**src/rtl/lsu_pkg.sv**
```systemverilog
// Shared encodings, state type and decode helpers for the load/store unit.
package lsu_pkg;

    localparam int BYTE_W = 8;

    // One-hot bit positions of ld_op (same assignment as the core's load encoding).
    localparam int LD_LD  = 0;
    localparam int LD_LW  = 1;
    localparam int LD_LH  = 2;
    localparam int LD_LB  = 3;
    localparam int LD_LWU = 4;
    localparam int LD_LHU = 5;
    localparam int LD_LBU = 6;

    // One-hot bit positions of st_op.
    localparam int ST_SD = 0;
    localparam int ST_SW = 1;
    localparam int ST_SH = 2;
    localparam int ST_SB = 3;

    typedef enum logic [1:0] {
        EXC_NONE        = 2'b00,
        EXC_LD_MISALIGN = 2'b01,
        EXC_ST_MISALIGN = 2'b10,
        EXC_ILLEGAL     = 2'b11
    } exc_code_e;

    typedef enum logic [2:0] {
        S_IDLE = 3'd0,
        S_REQ  = 3'd1,
        S_WAIT = 3'd2,
        S_RESP = 3'd3,
        S_EXC  = 3'd4
    } state_e;

    // log2 of the access size in bytes; assumes a one-hot op vector.
    function automatic logic [1:0] op_size_log2(input logic [6:0] ld_op, input logic [3:0] st_op);
        logic is_d;
        logic is_w;
        logic is_h;
        is_d = ld_op[LD_LD] | st_op[ST_SD];
        is_w = ld_op[LD_LW] | ld_op[LD_LWU] | st_op[ST_SW];
        is_h = ld_op[LD_LH] | ld_op[LD_LHU] | st_op[ST_SH];
        return {is_d | is_w, is_d | is_h};
    endfunction

    // Loads without the U suffix sign-extend.
    function automatic logic op_is_signed(input logic [6:0] ld_op);
        return ld_op[LD_LD] | ld_op[LD_LW] | ld_op[LD_LH] | ld_op[LD_LB];
    endfunction

endpackage

```
**src/rtl/lsu_if.sv**
```systemverilog
// Execute-side request, memory channel, writeback and exception signals of the LSU.
interface lsu_if #(
    parameter int XLEN = 64
);
    localparam int NB = XLEN / 8;

    logic            req_valid;
    logic            req_ready;
    logic [6:0]      ld_op;
    logic [3:0]      st_op;
    logic [XLEN-1:0] addr;
    logic [XLEN-1:0] st_data;
    logic [4:0]      rd_idx;
    logic            mem_req_valid;
    logic            mem_req_ready;
    logic [XLEN-1:0] mem_addr;
    logic            mem_we;
    logic [NB-1:0]   mem_wstrb;
    logic [XLEN-1:0] mem_wdata;
    logic            mem_rsp_valid;
    logic [XLEN-1:0] mem_rdata;
    logic            wb_valid;
    logic [4:0]      wb_rd;
    logic [XLEN-1:0] wb_data;
    logic            exc_valid;
    logic [1:0]      exc_code;
    logic            busy;

    // The environment: execute stage, memory and writeback.
    modport master (
        output req_valid, ld_op, st_op, addr, st_data, rd_idx,
        output mem_req_ready, mem_rsp_valid, mem_rdata,
        input  req_ready, mem_req_valid, mem_addr, mem_we, mem_wstrb, mem_wdata,
        input  wb_valid, wb_rd, wb_data, exc_valid, exc_code, busy
    );

    // The load/store unit itself.
    modport slave (
        input  req_valid, ld_op, st_op, addr, st_data, rd_idx,
        input  mem_req_ready, mem_rsp_valid, mem_rdata,
        output req_ready, mem_req_valid, mem_addr, mem_we, mem_wstrb, mem_wdata,
        output wb_valid, wb_rd, wb_data, exc_valid, exc_code, busy
    );
endinterface

```
**src/rtl/lsu_ext.sv**
```systemverilog
// Load extraction: align the addressed field to bit 0, then sign- or zero-extend it.
module lsu_ext
    import lsu_pkg::*;
#(
    parameter int XLEN = 64
) (
    input  logic [XLEN-1:0]            rdata,
    input  logic [$clog2(XLEN/8)-1:0]  off,
    input  logic [1:0]                 size_log2,
    input  logic                       sign_ext,
    output logic [XLEN-1:0]            data
);
    localparam int NB = XLEN / 8;

    logic [XLEN-1:0] raw;
    logic            msb;
    logic            fill;

    assign raw  = rdata >> {off, 3'b000};
    assign fill = sign_ext & msb;

    // Top bit of the accessed field, used as the extension bit.
    always_comb begin
        case (size_log2)
            2'd0:    msb = raw[7];
            2'd1:    msb = raw[15];
            2'd2:    msb = raw[31];
            default: msb = raw[XLEN-1];
        endcase
    end

    // Lanes inside the access keep their byte, lanes above it take the fill value.
    genvar gi;
    for (gi = 0; gi < NB; gi++) begin : g_lane
        localparam logic [3:0] LANE = 4'(gi);
        logic keep;
        assign keep = (LANE >> size_log2) == 4'd0;
        assign data[gi*BYTE_W +: BYTE_W] = keep ? raw[gi*BYTE_W +: BYTE_W] : {BYTE_W{fill}};
    end

endmodule

```
**src/rtl/lsu_ctrl.sv**
```systemverilog
// Multi-cycle load/store control: request decode, store lane steering, memory handshake, writeback.
module lsu_ctrl
    import lsu_pkg::*;
#(
    parameter int XLEN = 64
) (
    input logic  clk,
    input logic  rst_n,
    lsu_if.slave bus
);
    localparam int NB   = XLEN / 8;
    localparam int OFFW = $clog2(NB);

    state_e          state_reg, state_next;
    logic [6:0]      ld_op_reg, ld_op_next;
    logic [OFFW-1:0] off_reg, off_next;
    logic [4:0]      rd_reg, rd_next;
    logic            mem_req_valid_reg, mem_req_valid_next;
    logic [XLEN-1:0] mem_addr_reg, mem_addr_next;
    logic            mem_we_reg, mem_we_next;
    logic [NB-1:0]   mem_wstrb_reg, mem_wstrb_next;
    logic [XLEN-1:0] mem_wdata_reg, mem_wdata_next;
    logic            wb_valid_reg, wb_valid_next;
    logic [4:0]      wb_rd_reg, wb_rd_next;
    logic [XLEN-1:0] wb_data_reg, wb_data_next;
    logic            exc_valid_reg, exc_valid_next;
    logic [1:0]      exc_code_reg, exc_code_next;
    logic            busy_reg, busy_next;

    logic [1:0]      in_size_log2;
    logic [3:0]      in_bytes;
    logic [OFFW-1:0] in_off;
    logic [OFFW-1:0] in_align_mask;
    logic            in_is_store;
    logic            in_illegal;
    logic            in_misaligned;
    logic [8:0]      in_lane_mask;
    logic [NB-1:0]   in_strb;
    logic [XLEN-1:0] in_wdata;
    logic [XLEN-1:0] ld_data;

    // Classify the presented request and pre-compute its store lanes.
    always_comb begin
        in_size_log2  = op_size_log2(bus.ld_op, bus.st_op);
        in_bytes      = 4'd1 << in_size_log2;
        in_off        = bus.addr[OFFW-1:0];
        in_align_mask = OFFW'(in_bytes - 4'd1);
        in_is_store   = |bus.st_op;
        in_illegal    = !$onehot({bus.ld_op, bus.st_op})
                        || ((XLEN == 32) && (bus.ld_op[LD_LD] || bus.ld_op[LD_LWU] || bus.st_op[ST_SD]));
        in_misaligned = (in_off & in_align_mask) != '0;
        in_lane_mask  = (9'd1 << in_bytes) - 9'd1;
        in_strb       = in_lane_mask[NB-1:0] << in_off;
        in_wdata      = bus.st_data << {in_off, 3'b000};
    end

    lsu_ext #(.XLEN(XLEN)) u_ext (
        .rdata     (bus.mem_rdata),
        .off       (off_reg),
        .size_log2 (op_size_log2(ld_op_reg, 4'b0000)),
        .sign_ext  (op_is_signed(ld_op_reg)),
        .data      (ld_data)
    );

    // Next-state and next-output logic of the transaction FSM.
    always_comb begin
        state_next         = state_reg;
        ld_op_next         = ld_op_reg;
        off_next           = off_reg;
        rd_next            = rd_reg;
        mem_req_valid_next = mem_req_valid_reg;
        mem_addr_next      = mem_addr_reg;
        mem_we_next        = mem_we_reg;
        mem_wstrb_next     = mem_wstrb_reg;
        mem_wdata_next     = mem_wdata_reg;
        wb_valid_next      = 1'b0;
        wb_rd_next         = wb_rd_reg;
        wb_data_next       = wb_data_reg;
        exc_valid_next     = 1'b0;
        exc_code_next      = exc_code_reg;
        case (state_reg)
            S_IDLE: begin
                if (bus.req_valid) begin
                    ld_op_next = bus.ld_op;
                    off_next   = in_off;
                    rd_next    = bus.rd_idx;
                    if (in_illegal) begin
                        exc_valid_next = 1'b1;
                        exc_code_next  = EXC_ILLEGAL;
                        state_next     = S_EXC;
                    end else if (in_misaligned) begin
                        exc_valid_next = 1'b1;
                        exc_code_next  = in_is_store ? EXC_ST_MISALIGN : EXC_LD_MISALIGN;
                        state_next     = S_EXC;
                    end else begin
                        // Request fields are captured once so they stay stable through stalls.
                        mem_req_valid_next = 1'b1;
                        mem_addr_next      = {bus.addr[XLEN-1:OFFW], {OFFW{1'b0}}};
                        mem_we_next        = in_is_store;
                        mem_wstrb_next     = in_is_store ? in_strb : '0;
                        mem_wdata_next     = in_is_store ? in_wdata : '0;
                        state_next         = S_REQ;
                    end
                end
            end
            S_REQ: begin
                if (bus.mem_req_ready) begin
                    mem_req_valid_next = 1'b0;
                    state_next         = mem_we_reg ? S_IDLE : S_WAIT;
                end
            end
            S_WAIT: begin
                if (bus.mem_rsp_valid) begin
                    wb_valid_next = 1'b1;
                    wb_rd_next    = rd_reg;
                    wb_data_next  = ld_data;
                    state_next    = S_RESP;
                end
            end
            S_RESP:  state_next = S_IDLE;
            S_EXC:   state_next = S_IDLE;
            default: state_next = S_IDLE;
        endcase
        busy_next = (state_next != S_IDLE);
    end

    // State and output registers; reset clears everything and returns to IDLE.
    always_ff @(posedge clk) begin
        if (!rst_n) begin
            state_reg         <= S_IDLE;
            ld_op_reg         <= '0;
            off_reg           <= '0;
            rd_reg            <= '0;
            mem_req_valid_reg <= 1'b0;
            mem_addr_reg      <= '0;
            mem_we_reg        <= 1'b0;
            mem_wstrb_reg     <= '0;
            mem_wdata_reg     <= '0;
            wb_valid_reg      <= 1'b0;
            wb_rd_reg         <= '0;
            wb_data_reg       <= '0;
            exc_valid_reg     <= 1'b0;
            exc_code_reg      <= '0;
            busy_reg          <= 1'b0;
        end else begin
            state_reg         <= state_next;
            ld_op_reg         <= ld_op_next;
            off_reg           <= off_next;
            rd_reg            <= rd_next;
            mem_req_valid_reg <= mem_req_valid_next;
            mem_addr_reg      <= mem_addr_next;
            mem_we_reg        <= mem_we_next;
            mem_wstrb_reg     <= mem_wstrb_next;
            mem_wdata_reg     <= mem_wdata_next;
            wb_valid_reg      <= wb_valid_next;
            wb_rd_reg         <= wb_rd_next;
            wb_data_reg       <= wb_data_next;
            exc_valid_reg     <= exc_valid_next;
            exc_code_reg      <= exc_code_next;
            busy_reg          <= busy_next;
        end
    end

    assign bus.req_ready     = (state_reg == S_IDLE);
    assign bus.mem_req_valid = mem_req_valid_reg;
    assign bus.mem_addr      = mem_addr_reg;
    assign bus.mem_we        = mem_we_reg;
    assign bus.mem_wstrb     = mem_wstrb_reg;
    assign bus.mem_wdata     = mem_wdata_reg;
    assign bus.wb_valid      = wb_valid_reg;
    assign bus.wb_rd         = wb_rd_reg;
    assign bus.wb_data       = wb_data_reg;
    assign bus.exc_valid     = exc_valid_reg;
    assign bus.exc_code      = exc_code_reg;
    assign bus.busy          = busy_reg;

endmodule

```
**src/flat_wrapper.sv**
```systemverilog
// flat-port wrapper written by rule: the top's interface ports become plain ports
module lsu_ctrl_flat import lsu_pkg::*;
#(
    parameter int XLEN = 64
)
  (clk, rst_n, bus_req_valid, bus_ld_op, bus_st_op, bus_addr, bus_st_data, bus_rd_idx, bus_mem_req_ready, bus_mem_rsp_valid, bus_mem_rdata, bus_req_ready, bus_mem_req_valid, bus_mem_addr, bus_mem_we, bus_mem_wstrb, bus_mem_wdata, bus_wb_valid, bus_wb_rd, bus_wb_data, bus_exc_valid, bus_exc_code, bus_busy);
  lsu_if #(.XLEN(XLEN)) bus_i ();
  input logic clk;
  input logic rst_n;
  input wire logic [$bits(bus_i.req_valid)-1:0] bus_req_valid;
  input wire logic [$bits(bus_i.ld_op)-1:0] bus_ld_op;
  input wire logic [$bits(bus_i.st_op)-1:0] bus_st_op;
  input wire logic [$bits(bus_i.addr)-1:0] bus_addr;
  input wire logic [$bits(bus_i.st_data)-1:0] bus_st_data;
  input wire logic [$bits(bus_i.rd_idx)-1:0] bus_rd_idx;
  input wire logic [$bits(bus_i.mem_req_ready)-1:0] bus_mem_req_ready;
  input wire logic [$bits(bus_i.mem_rsp_valid)-1:0] bus_mem_rsp_valid;
  input wire logic [$bits(bus_i.mem_rdata)-1:0] bus_mem_rdata;
  output wire logic [$bits(bus_i.req_ready)-1:0] bus_req_ready;
  output wire logic [$bits(bus_i.mem_req_valid)-1:0] bus_mem_req_valid;
  output wire logic [$bits(bus_i.mem_addr)-1:0] bus_mem_addr;
  output wire logic [$bits(bus_i.mem_we)-1:0] bus_mem_we;
  output wire logic [$bits(bus_i.mem_wstrb)-1:0] bus_mem_wstrb;
  output wire logic [$bits(bus_i.mem_wdata)-1:0] bus_mem_wdata;
  output wire logic [$bits(bus_i.wb_valid)-1:0] bus_wb_valid;
  output wire logic [$bits(bus_i.wb_rd)-1:0] bus_wb_rd;
  output wire logic [$bits(bus_i.wb_data)-1:0] bus_wb_data;
  output wire logic [$bits(bus_i.exc_valid)-1:0] bus_exc_valid;
  output wire logic [$bits(bus_i.exc_code)-1:0] bus_exc_code;
  output wire logic [$bits(bus_i.busy)-1:0] bus_busy;
  assign bus_i.req_valid = bus_req_valid;
  assign bus_i.ld_op = bus_ld_op;
  assign bus_i.st_op = bus_st_op;
  assign bus_i.addr = bus_addr;
  assign bus_i.st_data = bus_st_data;
  assign bus_i.rd_idx = bus_rd_idx;
  assign bus_i.mem_req_ready = bus_mem_req_ready;
  assign bus_i.mem_rsp_valid = bus_mem_rsp_valid;
  assign bus_i.mem_rdata = bus_mem_rdata;
  assign bus_req_ready = bus_i.req_ready;
  assign bus_mem_req_valid = bus_i.mem_req_valid;
  assign bus_mem_addr = bus_i.mem_addr;
  assign bus_mem_we = bus_i.mem_we;
  assign bus_mem_wstrb = bus_i.mem_wstrb;
  assign bus_mem_wdata = bus_i.mem_wdata;
  assign bus_wb_valid = bus_i.wb_valid;
  assign bus_wb_rd = bus_i.wb_rd;
  assign bus_wb_data = bus_i.wb_data;
  assign bus_exc_valid = bus_i.exc_valid;
  assign bus_exc_code = bus_i.exc_code;
  assign bus_busy = bus_i.busy;
  lsu_ctrl #(.XLEN(XLEN)) u_core (.clk(clk), .rst_n(rst_n), .bus(bus_i));
endmodule
```
**config.mk**
```make
export PLATFORM = sky130hd
export DESIGN_NAME = lsu_ctrl_flat
export DESIGN_NICKNAME = d
export VERILOG_FILES = /design/src/rtl/lsu_pkg.sv /design/src/rtl/lsu_if.sv /design/src/rtl/lsu_ext.sv /design/src/rtl/lsu_ctrl.sv /design/src/flat_wrapper.sv
export SDC_FILE = /design/constraint.sdc
export NUM_CORES = 1
export LEC_CHECK = 0
export ABC_CLOCK_PERIOD_IN_PS = 5500
export CORE_AREA = 10 10 158 160
export DETAILED_ROUTE_END_ITERATION = 10
export DIE_AREA = 0 0 168 170
export DONT_BUFFER_PORTS = 1
export PLACE_DENSITY = 0.83
export RECOVER_POWER = 50
export SLEW_MARGIN = 30
export SYNTH_ARGS = -nofsm -noshare
export SYNTH_HDL_FRONTEND = slang
export SYNTH_SLANG_ARGS = --single-unit
```
**constraint.sdc**
```tcl
create_clock -name clk -period 5.5 [get_ports clk]
set_clock_uncertainty 0.05 [all_clocks]
set_input_delay 1.1 -clock clk [delete_from_list [all_inputs] [get_ports clk]]
set_output_delay 1.1 -clock clk [all_outputs]
set_load 0.1 [all_outputs]
```
==> key figures <==
Synth
  • Register area share after synthesis: 0.384
  • Synth Area in Compound Gates: 0.212
  • Syn avg cell area: 8.87 µm²
  • Post-Synth XOR/XNOR Area: 0.000743
  • Synth top area share: 0.384
  • Synth Instances: 1,329
  • Simple-gate area share of the yosys netlist: 0.134
  • Synthesis Warnings: 0
  • Largest family of logic cells by synthesized area: compound AO/OA/AOI/OAI gates
  • Seq cells post-synth: 226
  • Post-synth EDFFs: 0
  • Top cells by area, synth: dfxtp_1 38%, mux4_2 9.6%, a21oi_1 7.2%
  • Fraction of synthesized area in multiplexers: 0.196
  • Ys async rst share: 0
  • Post-synthesis cell type count: 57
  • Synth Area in Adders: 0.0219
  • Mapped Area: 11,800 µm²
  • Ys flop type: dfxtp_1
  • Largest area contributor in the netlist: dfxtp_1

Clock tree
  • H-tree Lvls: 1
  • Hold-fix buffers, CTS: 0
  • Clock latency on the worst-skew pair: 0.52 ns
  • Postcts setup bufs: 0
  • Post-CTS Resized: 0
  • Inserted Clock Buffers: 24
  • CTS sink cnt: 226
  • Root Buffer: clkbuf_16
  • Clock transition at path regs: 0.06 ns
  • Clock Path Buffers: 3
  • TritonCTS clock tree: done

Outcome
  • Status: complete, but fails checks
  • Failing checks: max-capacitance violations, max-slew violations

Critical path
  • Reg2reg start: u_core.state_reg[1]
  • Worst path arrival time: 5.42 ns
  • Crit-path most repeated cell: fa_1
  • Crit path capture type: register
  • Largest stage delay, worst path: 0.53 ns
  • R2R Setup Slk: 2.19 ns
  • Crit-path slowest cell: fa_1
  • Crit path cell chain: ha_1, inv_1, fa_1, inv_1, fa_1, fa_1, ha_1, fa_1, nor3b_1, nand3_1, a2111oi_4, buf_4, nand2_1, a21oi_1
  • R2R Path End: u_core.bus.wb_data[12]
  • Critical path buffers and inverters: 3
  • Setup crit end: u_core.bus.mem_addr[32]
  • Cell depth of the worst setup path: 14
  • Worst setup path category: primary input to register
  • Worst Path Required: 5.84 ns
  • Crit-path leading delay family: adder cells
  • Cell count of the worst reg-to-reg path: 4
  • Worst setup path startpoint: bus_ld_op[4]
  • CP Launch Type: primary input
  • Worst Path Max Fanout: 34

Timing
  • Hold Fails Final Rpt: 0
  • Slew Viols, Final: 196
  • Rel. slew slack: -0.274
  • Final setup viols: 0
  • Unrepaired setup endpoints after global routing: no
  • TNS Setup: 0 ns
  • Min cycle time layout: 5.08 ns
  • Max Fclk: 197 MHz
  • Period utilization: 0.924
  • Worst slew pin tran: 1.90 ns

Power
  • Overall Power: 4.15 mW
  • Worst vdd ir: 0.000212 V
  • Pwr dens: 324 nW/µm²
  • Leak: 4.55 nW

Global route
  • All-Layer GR Usage: 0.260
  • Vias in the first global route: 9,813
  • GRT Residual Overflow: 0
  • First-pass GRT wire length: 60,300 µm
  • Initial antenna violation count: 2
  • Largest net degree at the start of global routing: 88

Placement
  • DP HPWL: 29,400 µm
  • IO buf count: 0
  • Placed standard-cell area: 12,000 µm²
  • Routability cong.: 0.953

Detailed routing
  • WL/cell: 25.7 µm
  • Routed Antenna Nets: 0
  • Final WL: 40,100 µm
  • First-pass DRT Iterations: 6
  • Iter 0 DRT Violations: 1,120
  • Vias per cell: 6.64
  • Vias: 10,346
  • Number of remaining DRC errors: 0

Layout
  • Net count reported at finish: 1,487
  • Fraction of layout cells with a size suffix above 1: 0.148
  • Area grow syn2layout: 8.57%
  • Most frequent cells in the layout: 223 x dfxtp_1, 209 x nand2_1, 170 x a21oi_1, 108 x nor2_1, 61 x mux2i_1
  • Fillers: 1,836
  • Commonest non-fill, non-tap cell in the layout: dfxtp_1
  • Final instance area: 12,800 µm²

Floorplanning
  • Horiz. Die Dim: 168 µm
  • Initial Utilization: 0.544
  • Core Area: 21,700 µm²
  • FP Rows: 54
  • Full die area: 28,600 µm²
  • Die Height: 170 µm
  • Top Ports: 426

Hold path
  • Hold crit path type: register to register

Run
  • Max cap viols: 3
==> area by class of cell <==
| class | instances | area [µm²] | share of cell area |
|---|---|---|---|
| Antenna cell | 2 | 5.00 | 0.000391 |
| Clock buffer | 38 | 774 | 0.0605 |
| Clock inverter | 6 | 83.8 | 0.00655 |
| Inverter | 30 | 114 | 0.00889 |
| Multi-Input combinational cell | 953 | 6760 | 0.528 |
| Sequential cell | 226 | 4530 | 0.354 |
| Tap cell | 280 | 350 | 0.0274 |
| Timing Repair Buffer | 22 | 188 | 0.0147 |
==> cell families after synthesis <==
logic type | Yosys count
buf+inv | 152
other cells | 1
xor+xnor | 1
simple gates | 379
fa+ha+maj | 17
flops | 226
mux | 162
compound gates | 391
==> metrics by stage <==
step           utilization  hold slack, ns  instances  worst slack, ns
2_1_floorplan            -           0.382       1331            0.221
3_3_place_gp         0.550           0.388       1511           0.0914
3_5_place_dp         0.551           0.397       1511          -0.0575
4_1_cts              0.591           0.407       1555            0.477
5_1_grt              0.590           0.419       1557            0.109
6_report             0.590           0.404       1557            0.415
==> worst min-delay path by stage <==
stage / slack (ns) / end / from / cells after the start
6_report: 0.40 / u_core.bus.wb_rd[3] / u_core.rd_reg[3] / 2
5_1_grt: 0.42 / u_core.bus.wb_rd[4] / u_core.rd_reg[4] / 2
4_1_cts: 0.41 / u_core.rd_reg[1] / u_core.rd_reg[1] / 2
3_5_place_dp: 0.40 / u_core.bus.wb_rd[4] / u_core.rd_reg[4] / 2
3_3_place_gp: 0.39 / u_core.bus.wb_rd[4] / u_core.rd_reg[4] / 2
2_1_floorplan: 0.38 / u_core.bus.wb_rd[0] / u_core.rd_reg[0] / 2
==> cell usage after synthesis, drive strengths merged (3+ instances only) <==
| cell | count |
|---|---|
| mux4 | 50 |
| ha | 11 |
| dfxtp | 226 |
| o22ai | 10 |
| o21ai | 58 |
| nor2 | 109 |
| or3 | 4 |
| a222oi | 4 |
| clkbuf | 89 |
| o32ai | 6 |
| o2bb2ai | 31 |
| mux2i | 61 |
| and2 | 4 |
| fa | 6 |
| buf | 33 |
| nor3 | 9 |
| and3 | 4 |
| a22oi | 29 |
| nand2 | 209 |
| a32oi | 28 |
| a22o | 10 |
| a21oi | 170 |
| nor2b | 13 |
| o221a | 8 |
| mux2 | 51 |
| a211oi | 10 |
| nand2b | 5 |
| a31oi | 11 |
| nand3 | 7 |
| or2 | 3 |
| inv | 30 |
| nand3b | 4 |
==> worst reg2reg max path: cells and delay by family (launching register included) <==
| family | cells | cell delay, ns |
|---|---|---|
| buf+inv | 1 | 1.38 |
| simple gates | 2 | 0.91 |
| compound gates | 1 | 0.43 |
| flops | 1 | 0.42 |
==> where the power goes <==
group / total [mW] / internal [mW] / switching (mW) / leakage (nW)
logic: 0.571 / 0.243 / 0.327 / 2.30
clock network: 1.73 / 1.06 / 0.672 / 0.428
registers: 1.85 / 1.67 / 0.183 / 1.82
==> per-layer routing <==
layer	up-vias	track usage	wire length, µm
li1	4677	-	-
met1	4818	0.301	13700
met2	754	0.413	18600
met3	97	0.120	6170
met4	0	0.101	1640
met5	-	0	0
Power figures use the tool's default switching activity.
